`src/rtl/sine_pkg.sv`:
```
// Shared constants, types and the quarter-wave table generator for the I/Q sine NCO.
package sine_pkg;

    localparam int DWIDTH_DEF = 14;
    localparam int UNR_DEF    = 4;
    localparam int PWIDTH_DEF = 24;
    localparam int LUT_AW_DEF = 8;

    localparam real PI = 3.14159265358979323846;

    typedef logic [PWIDTH_DEF-1:0] phase_t;
    typedef logic signed [DWIDTH_DEF:0] lane_samples_t [UNR_DEF];

    // Entry i samples the middle of its bin, so the table never holds 0 or overflows.
    function automatic int quarter_entry(input int i, input int dw, input int aw);
        real amp;
        real ang;
        amp = real'((1 << dw) - 1);
        ang = (PI / 2.0) * (real'(i) + 0.5) / real'(1 << aw);
        return $rtoi(amp * $sin(ang) + 0.5);
    endfunction

endpackage

```
`src/rtl/sine_quarter_lut.sv`:
```
// Quarter-wave sine ROM with a single registered read port.
module sine_quarter_lut
    import sine_pkg::*;
#(
    parameter int DWIDTH = DWIDTH_DEF,
    parameter int LUT_AW = LUT_AW_DEF
) (
    input  logic              clk,
    input  logic [LUT_AW-1:0] addr,
    output logic [DWIDTH-1:0] data
);

    logic [DWIDTH-1:0] rom [2**LUT_AW];

    for (genvar i = 0; i < 2**LUT_AW; i++) begin : g_rom
        localparam logic [DWIDTH-1:0] ENTRY = DWIDTH'(quarter_entry(i, DWIDTH, LUT_AW));
        assign rom[i] = ENTRY;
    end

    // NOTE: the ROM read register carries no reset; validity is tracked by the caller's pipeline.
    always_ff @(posedge clk) begin
        data <= rom[addr];
    end

endmodule

```
`src/rtl/sine_nco_iq.sv`:
```
// Unrolled phase-accumulator NCO producing UNR sine/cosine samples per clock, latency 3.
module sine_nco_iq
    import sine_pkg::*;
#(
    parameter int DWIDTH = DWIDTH_DEF,
    parameter int UNR    = UNR_DEF,
    parameter int PWIDTH = PWIDTH_DEF,
    parameter int LUT_AW = LUT_AW_DEF
) (
    input  logic                     clk,
    input  logic                     rst,
    input  logic                     en,
    input  logic                     clr,
    input  logic [PWIDTH-1:0]        fword,
    input  logic [PWIDTH-1:0]        poff,
    output logic signed [DWIDTH:0]   dout_i [UNR],
    output logic signed [DWIDTH:0]   dout_q [UNR],
    output logic                     dout_valid
);

    logic [PWIDTH-1:0] acc;
    logic              issue;
    logic [PWIDTH-1:0] lane_ph [UNR];

    logic [LUT_AW-1:0] s1_idx_i [UNR];
    logic [LUT_AW-1:0] s1_idx_q [UNR];
    logic [UNR-1:0]    s1_neg_i;
    logic [UNR-1:0]    s1_neg_q;
    logic              s1_valid;

    logic [DWIDTH-1:0] s2_mag_i [UNR];
    logic [DWIDTH-1:0] s2_mag_q [UNR];
    logic [UNR-1:0]    s2_neg_i;
    logic [UNR-1:0]    s2_neg_q;
    logic              s2_valid;

    assign issue = en && !clr;

    // NOTE: sequential state uses non-blocking assignments so every register samples pre-edge values.
    always_ff @(posedge clk) begin
        if (rst || clr) begin
            acc <= '0;
        end else if (en) begin
            acc <= acc + PWIDTH'(UNR) * fword;
        end
    end

    always_comb begin
        for (int k = 0; k < UNR; k++) begin
            lane_ph[k] = acc + poff + PWIDTH'(k) * fword;
        end
    end

    // S1: quadrant decode; the cosine phase is the sine phase shifted by one quadrant.
    always_ff @(posedge clk) begin
        for (int k = 0; k < UNR; k++) begin
            logic [1:0]        q_i;
            logic [1:0]        q_q;
            logic [LUT_AW-1:0] idx;
            q_i = lane_ph[k][PWIDTH-1 -: 2];
            q_q = q_i + 2'd1;
            idx = lane_ph[k][PWIDTH-3 -: LUT_AW];
            s1_idx_i[k] <= q_i[0] ? ~idx : idx;
            s1_idx_q[k] <= q_q[0] ? ~idx : idx;
            s1_neg_i[k] <= q_i[1];
            s1_neg_q[k] <= q_q[1];
        end
        if (rst) begin
            s1_valid <= 1'b0;
        end else begin
            s1_valid <= issue;
        end
    end

    // S2: registered table reads, sign bits travel alongside.
    for (genvar k = 0; k < UNR; k++) begin : g_lane
        sine_quarter_lut #(.DWIDTH(DWIDTH), .LUT_AW(LUT_AW)) u_lut_i (
            .clk  (clk),
            .addr (s1_idx_i[k]),
            .data (s2_mag_i[k])
        );
        sine_quarter_lut #(.DWIDTH(DWIDTH), .LUT_AW(LUT_AW)) u_lut_q (
            .clk  (clk),
            .addr (s1_idx_q[k]),
            .data (s2_mag_q[k])
        );
    end

    always_ff @(posedge clk) begin
        s2_neg_i <= s1_neg_i;
        s2_neg_q <= s1_neg_q;
        if (rst) begin
            s2_valid <= 1'b0;
        end else begin
            s2_valid <= s1_valid;
        end
    end

    // S3: apply sign; outputs hold their last set while no valid set arrives.
    always_ff @(posedge clk) begin
        if (rst) begin
            dout_valid <= 1'b0;
            for (int k = 0; k < UNR; k++) begin
                dout_i[k] <= '0;
                dout_q[k] <= '0;
            end
        end else begin
            dout_valid <= s2_valid;
            if (s2_valid) begin
                for (int k = 0; k < UNR; k++) begin
                    logic signed [DWIDTH:0] m_i;
                    logic signed [DWIDTH:0] m_q;
                    m_i = signed'({1'b0, s2_mag_i[k]});
                    m_q = signed'({1'b0, s2_mag_q[k]});
                    dout_i[k] <= s2_neg_i[k] ? -m_i : m_i;
                    dout_q[k] <= s2_neg_q[k] ? -m_q : m_q;
                end
            end
        end
    end

endmodule

```
`config.mk`:
```
export PLATFORM = sky130hd
export DESIGN_NAME = sine_nco_iq
export DESIGN_NICKNAME = d
export VERILOG_FILES = /design/src/rtl/sine_pkg.sv /design/src/rtl/sine_quarter_lut.sv /design/src/rtl/sine_nco_iq.sv
export SDC_FILE = /design/constraint.sdc
export NUM_CORES = 2
export LEC_CHECK = 0
export ABC_AREA = 1
export ABC_CLOCK_PERIOD_IN_PS = 8500
export BUFFER_PORTS_ARGS = -buffer_cell sky130_fd_sc_hd__buf_2
export CAP_MARGIN = 20
export CORE_ASPECT_RATIO = 1.2
export CORE_MARGIN = 2
export CORE_UTILIZATION = 35
export CTS_CLUSTER_DIAMETER = 80
export DETAILED_ROUTE_END_ITERATION = 12
export HOLD_SLACK_MARGIN = 0.08
export PLACE_DENSITY = 0.61
export RECOVER_POWER = 50
export SLEW_MARGIN = 10
export SYNTH_ARGS = -nofsm -noshare
export SYNTH_HDL_FRONTEND = slang
export SYNTH_HIERARCHICAL = 1
export SYNTH_SLANG_ARGS = --single-unit
```
`constraint.sdc`:
```
create_clock -name clk -period 8.5 [get_ports clk]
set_input_delay 1.275 -clock clk [delete_from_list [all_inputs] [get_ports clk]]
set_output_delay 1.275 -clock clk [all_outputs]
set_load 0.005 [all_outputs]
```
After elaboration in Yosys (flattened, before gate mapping) --
Memories as Yosys holds them, arrays and structs flattened. A register that Yosys moved wholly into a read port is not among the register bits. Cells that the tools add are included.
Cells by class: $mul 1, reduce and logical (&&, ||, !) cells 3, bitwise logic cells 12, add/sub/neg operators 17, muxes and demuxes 16
Operators with widths (number):
- 24-bit adder | 5
- 15-bit 2-to-1 mux | 8
- 14-bit negator with 15-bit output | 8
- 8-bit inverter with 9-bit output | 8
- 8-bit 2-to-1 mux | 8
- 8-bit inverter | 4
- 2-bit by 24-bit multiplier with 24-bit output, first input constant | 1
- 2-bit by 1-bit adder with 2-bit output, second input constant | 4
- 1-bit logical AND | 1
- 1-bit zero test | 1
- 1-bit logical OR | 1
Storage, ports and cells: memories 10, flip-flop bits (word level) 163, output and inout port bits 121, memory bits (read-only) 28672, bits in writable memories 64, bits of input ports 52
Memories:
- (name not given) | depth 256, bits a word 14, read ports 1, clocked after Yosys merged registers in 1, wr ports 0, RTL line sine_quarter_lut.sv:22 | data <= rom[addr];
- (name not given) | depth 256, bits a word 14, read ports 1, clocked after Yosys merged registers in 1, wr ports 0, RTL line sine_quarter_lut.sv:22
- (name not given) | depth 256, bits a word 14, read ports 1, clocked after Yosys merged registers in 1, wr ports 0, RTL line sine_quarter_lut.sv:22
- (name not given) | depth 256, bits a word 14, read ports 1, clocked after Yosys merged registers in 1, wr ports 0, RTL line sine_quarter_lut.sv:22
- (name not given) | depth 256, bits a word 14, read ports 1, clocked after Yosys merged registers in 1, wr ports 0, RTL line sine_quarter_lut.sv:22
- (name not given) | depth 256, bits a word 14, read ports 1, clocked after Yosys merged registers in 1, wr ports 0, RTL line sine_quarter_lut.sv:22
- +4 memories

Logic depth before layout (Yosys ltp) --
depth after elaboration 4, gate-level depth with buffers 27, gate-level depth less buffers 27

Hierarchy --
The synthesis kept the hierarchy.
By module, submodules not included:
- sine_quarter_lut | cells an instance 791, area each 3839.9 sq um, instances 8, sequential area each 280.3 sq um
- sine_nco_iq | cells an instance 2301, area each 15899.0 sq um, instances 1, sequential area each 4504.3 sq um

Least setup slack after synthesis --
OpenSTA, ideal clock, no wires.
path type input-to-reg, from input poff[2], to memory s1_idx_i[3][3] (netlist bit), buffers on the path 0, cell stages on the path 23, slack 3829 ps, data required time 8390 ps, setup time 110 ps, arrival time 4561 ps, cells stage by stage ha_1 > fa_1 > nand3_1 > nand2_1 > nand2_1 > nand2_2 > nand3_1 > nand2_2 > nand2_1 > nand2_1 > nand2_1 > nand2_1 > fa_1 > ha_1 > nand2_1 > nor4_2 > nand3_1 > nand3_1 > nand2_1 > nand2_2 > nand2_1 > nand2_1 > inv_1
RTL lines:
- from (decl) | RTL line sine_nco_iq.sv:15 | input logic [PWIDTH-1:0] poff,
- to (decl) | RTL line sine_nco_iq.sv:25 | logic [LUT_AW-1:0] s1_idx_i [UNR];

==> metrics.txt <==
status finished, violations left; failing checks max-capacitance violations, max-slew violations; Internal 8810 uW; DR vias/cell 5.89; register area share after synthesis 0.145; Max transition margin -0.509; Area Overhead vs Synth 6.57%; hold_buf cts 0; GRT overflow 0; vias after detailed routing 60700; Sequential Power Share 0.110; Tcrit/Tclk final 0.576; Setup TNS 0 ns; Worst path depth 6; port buffer count 172; nature of the critical path endpoint register; WL final 232000 um; Worst Hold Depth 0; Tightest Hold Check Type reg -> reg; Die H 404 um; number of global-route vias before repair 56700; R2R Path Start acc[16]$_SDFFE_PP0P_; drt initial violations 9149; Syn Area/Cell 5.40 sq um; pre-CTS WS 3.07 ns; final count of pins violating max slew 36; num ports 173; R2R setup slack 4.11 ns; Worst R2R End s1_idx_i[3][3]$_DFF_P_; Peak Freq 204 MHz; Max clock buf depth 3; post-route insts no fill 10300; Worst Path Required 8.97 ns; Final Hold Vio Count 0; clock share of power 0.092; CTS Sinks 337; clock slew at reported path FFs 0.06 ns; core area 132000 sq um; CTS tree built; Reg2Reg Depth 19; Startpoint Class input pin; initial antenna violation count 6; wire per inst 22.5 um; Ys Warns 6; worst slew pin tran 2.26 ns; hold slack 0.330 ns; nets@finish 8829; ant diodes 0; kind of critical path in -> reg; Yosys cell types 53; HPWL after DPL 169000 um; share of layout cells above drive strength 1 0.0515; Post-synth EDFFs 0; register area 6770 sq um; postcts setup bufs 0; DIE WIDTH 337 um; Hold Crit Endpoint s2_neg_q[3]$_DFF_P_; crit path max fanout 94; area of the mapped netlist 46600 sq um; maximum level of the CTS H-tree 2; Comb power frac 0.798; Worst setup startpoint rst; Slowest-stage cell, CP clkbuf_1; FP Rows 146; worst skew pair latency 0.65 ns; peak per-stage delay on the critical path 1.61 ns; Residual DRC 0; Max-cap violations 2; sw power 15800 uW; arrival time worst endpoint 5.36 ns; CTS Root Cell clkbuf_16; CTS resizes 0; cts bufs inserted 47; Synth Instances 8629; antenna viol nets, final 0; Sw Ratio 0.642; Placed Instances 10200; min cycle time layout 4.89 ns; Max VDD drop 0.000227 V; DRT Pass-1 Iters 12; first-pass GRT wire length 349000 um; largest net degree at the start of global routing 95; CP cell instances buf_2 -> clkbuf_1 -> clkinvlp_2 -> buf_4 -> nand3_1 -> o21ai_0; Setup WS post-layout 3.61 ns; delay-heaviest family, CP buffers and inverters; area occupied by multi-input gates 35000 sq um; P_leak 0.0254 uW; Setup violations, final 0; Starting Density 0.353; syn_nets 8955; Die ar. 136000 sq um; RD Place Congestion 1.04; RSZ-0062 raised after global routing no; Post-synth ARST share 0; GR Util All Layers 0.328; Worst Hold Launch s1_neg_q[3]$_DFF_P_; PD cells 496 nW/um^2; Layout Skew 0.0308 ns; Top FF cell, synth dfxtp_1; Fillers 15100; synthesized flop and latch total 337; Buffers & Inverters on Critical Path 4
[placed cells by master (no fill, tap or decap), drive strengths merged, types with 54 or more instances in the layout]
cell       n
ha       250
nand4     93
nor3      54
a21oi    506
xor2     106
nand3   1490
nand2   3035
xnor2     64
clkbuf   170
o21ai    465
inv      651
buf      166
nor2     895
dfxtp    337
[cell type report]
type                       count  share of cell area
multi-input combinational   7196               0.704
sequential                   337               0.136
inverter                     643              0.0486
tap                         1776              0.0447
timing repair buffer         278              0.0303
clock buffer                  58              0.0262
clock inverter                30             0.00990
[cell usage after synthesis (all sizes together) (9+ instances only)]
library cell | number | area, sq um
xnor2 | 64 | 579
o211ai | 49 | 368
or2 | 16 | 100
nor2 | 895 | 3450
a21oi | 506 | 2600
nand3b | 25 | 188
clkbuf | 118 | 443
nor4 | 9 | 68.8
ha | 250 | 3130
nand3 | 1490 | 7470
dfxtp | 337 | 6750
a31oi | 32 | 200
nand4 | 93 | 594
nor3 | 54 | 275
o21ai | 465 | 2330
xor2 | 106 | 973
fa | 24 | 480
a21o | 15 | 113
inv | 642 | 2410
buf | 335 | 2040
o21bai | 16 | 120
nand2 | 3035 | 11600
[flip-flops by register name, summed over array words and instances, names as in the netlist]
| signal | flops |
|---|---|
| s1_neg_i | 4 |
| g_lane.u_lut_q/data | 56 |
| s1_idx_q | 32 |
| s1_idx_i | 32 |
| acc | 22 |
| dout_i | 60 |
| s2_neg_i | 4 |
| dout_q | 60 |
| g_lane.u_lut_i/data | 56 |
| s1_neg_q | 4 |
| s1_valid | 1 |
| dout_valid | 1 |
| s2_valid | 1 |
| s2_neg_q | 4 |
[routing by layer]
metal,global-route usage,share of wire,wire (um),vias to the layer above
li1,-,-,-,28000
met1,0.412,0.38,89200,27600
met2,0.515,0.43,101000,4128
met3,0.0635,0.11,25100,1052
met4,0.204,0.074,17200,8
met5,0,0.00022,50,-
[worst max path at each step]
| stage | endpoint |
|---|---|
| 2_1_floorplan | s1_idx_i[3][3]$_DFF_P_ |
| 3_3_place_gp | s1_idx_i[3][3]$_DFF_P_ |
| 3_5_place_dp | s1_idx_i[3][3]$_DFF_P_ |
| 4_1_cts | s1_idx_i[3][3]$_DFF_P_ |
| 5_1_grt | s1_idx_i[3][3]$_DFF_P_ |
| 6_report | dout_i[15]$_SDFFE_PP0P_ |
[through the flow]
step | cell area [sq um] | utilization | total power (uW)
final | 49700 | 0.376 | 24600
after global routing | 49700 | 0.376 | 26400
after CTS | 49800 | 0.377 | 23800
after detailed placement | 48100 | 0.364 | 21500
after global placement | 48000 | 0.364 | 21600
after floorplan | 46600 | - | 15800
[cells by family after synthesis]
kind of cell               share of synthesized area
xor gates and xnor gates                      0.0333
DFF                                            0.145
and+or+nand+nor                                0.510
AOI/OAI and AO/OA                              0.130
adders and majority gates                     0.0774
buffers and inverters                          0.105
[power groups by stage]
stage / Combinational, uW / Clock, uW / Sequential, uW
after floorplan: 13300 / 0 / 2490
after global placement: 18900 / 0 / 2720
after detailed placement: 18700 / 0 / 2730
after CTS: 18800 / 2320 / 2690
after global routing: 21200 / 2380 / 2760
final: 19700 / 2260 / 2710
Note: power is estimated with default switching activity, not from simulation.
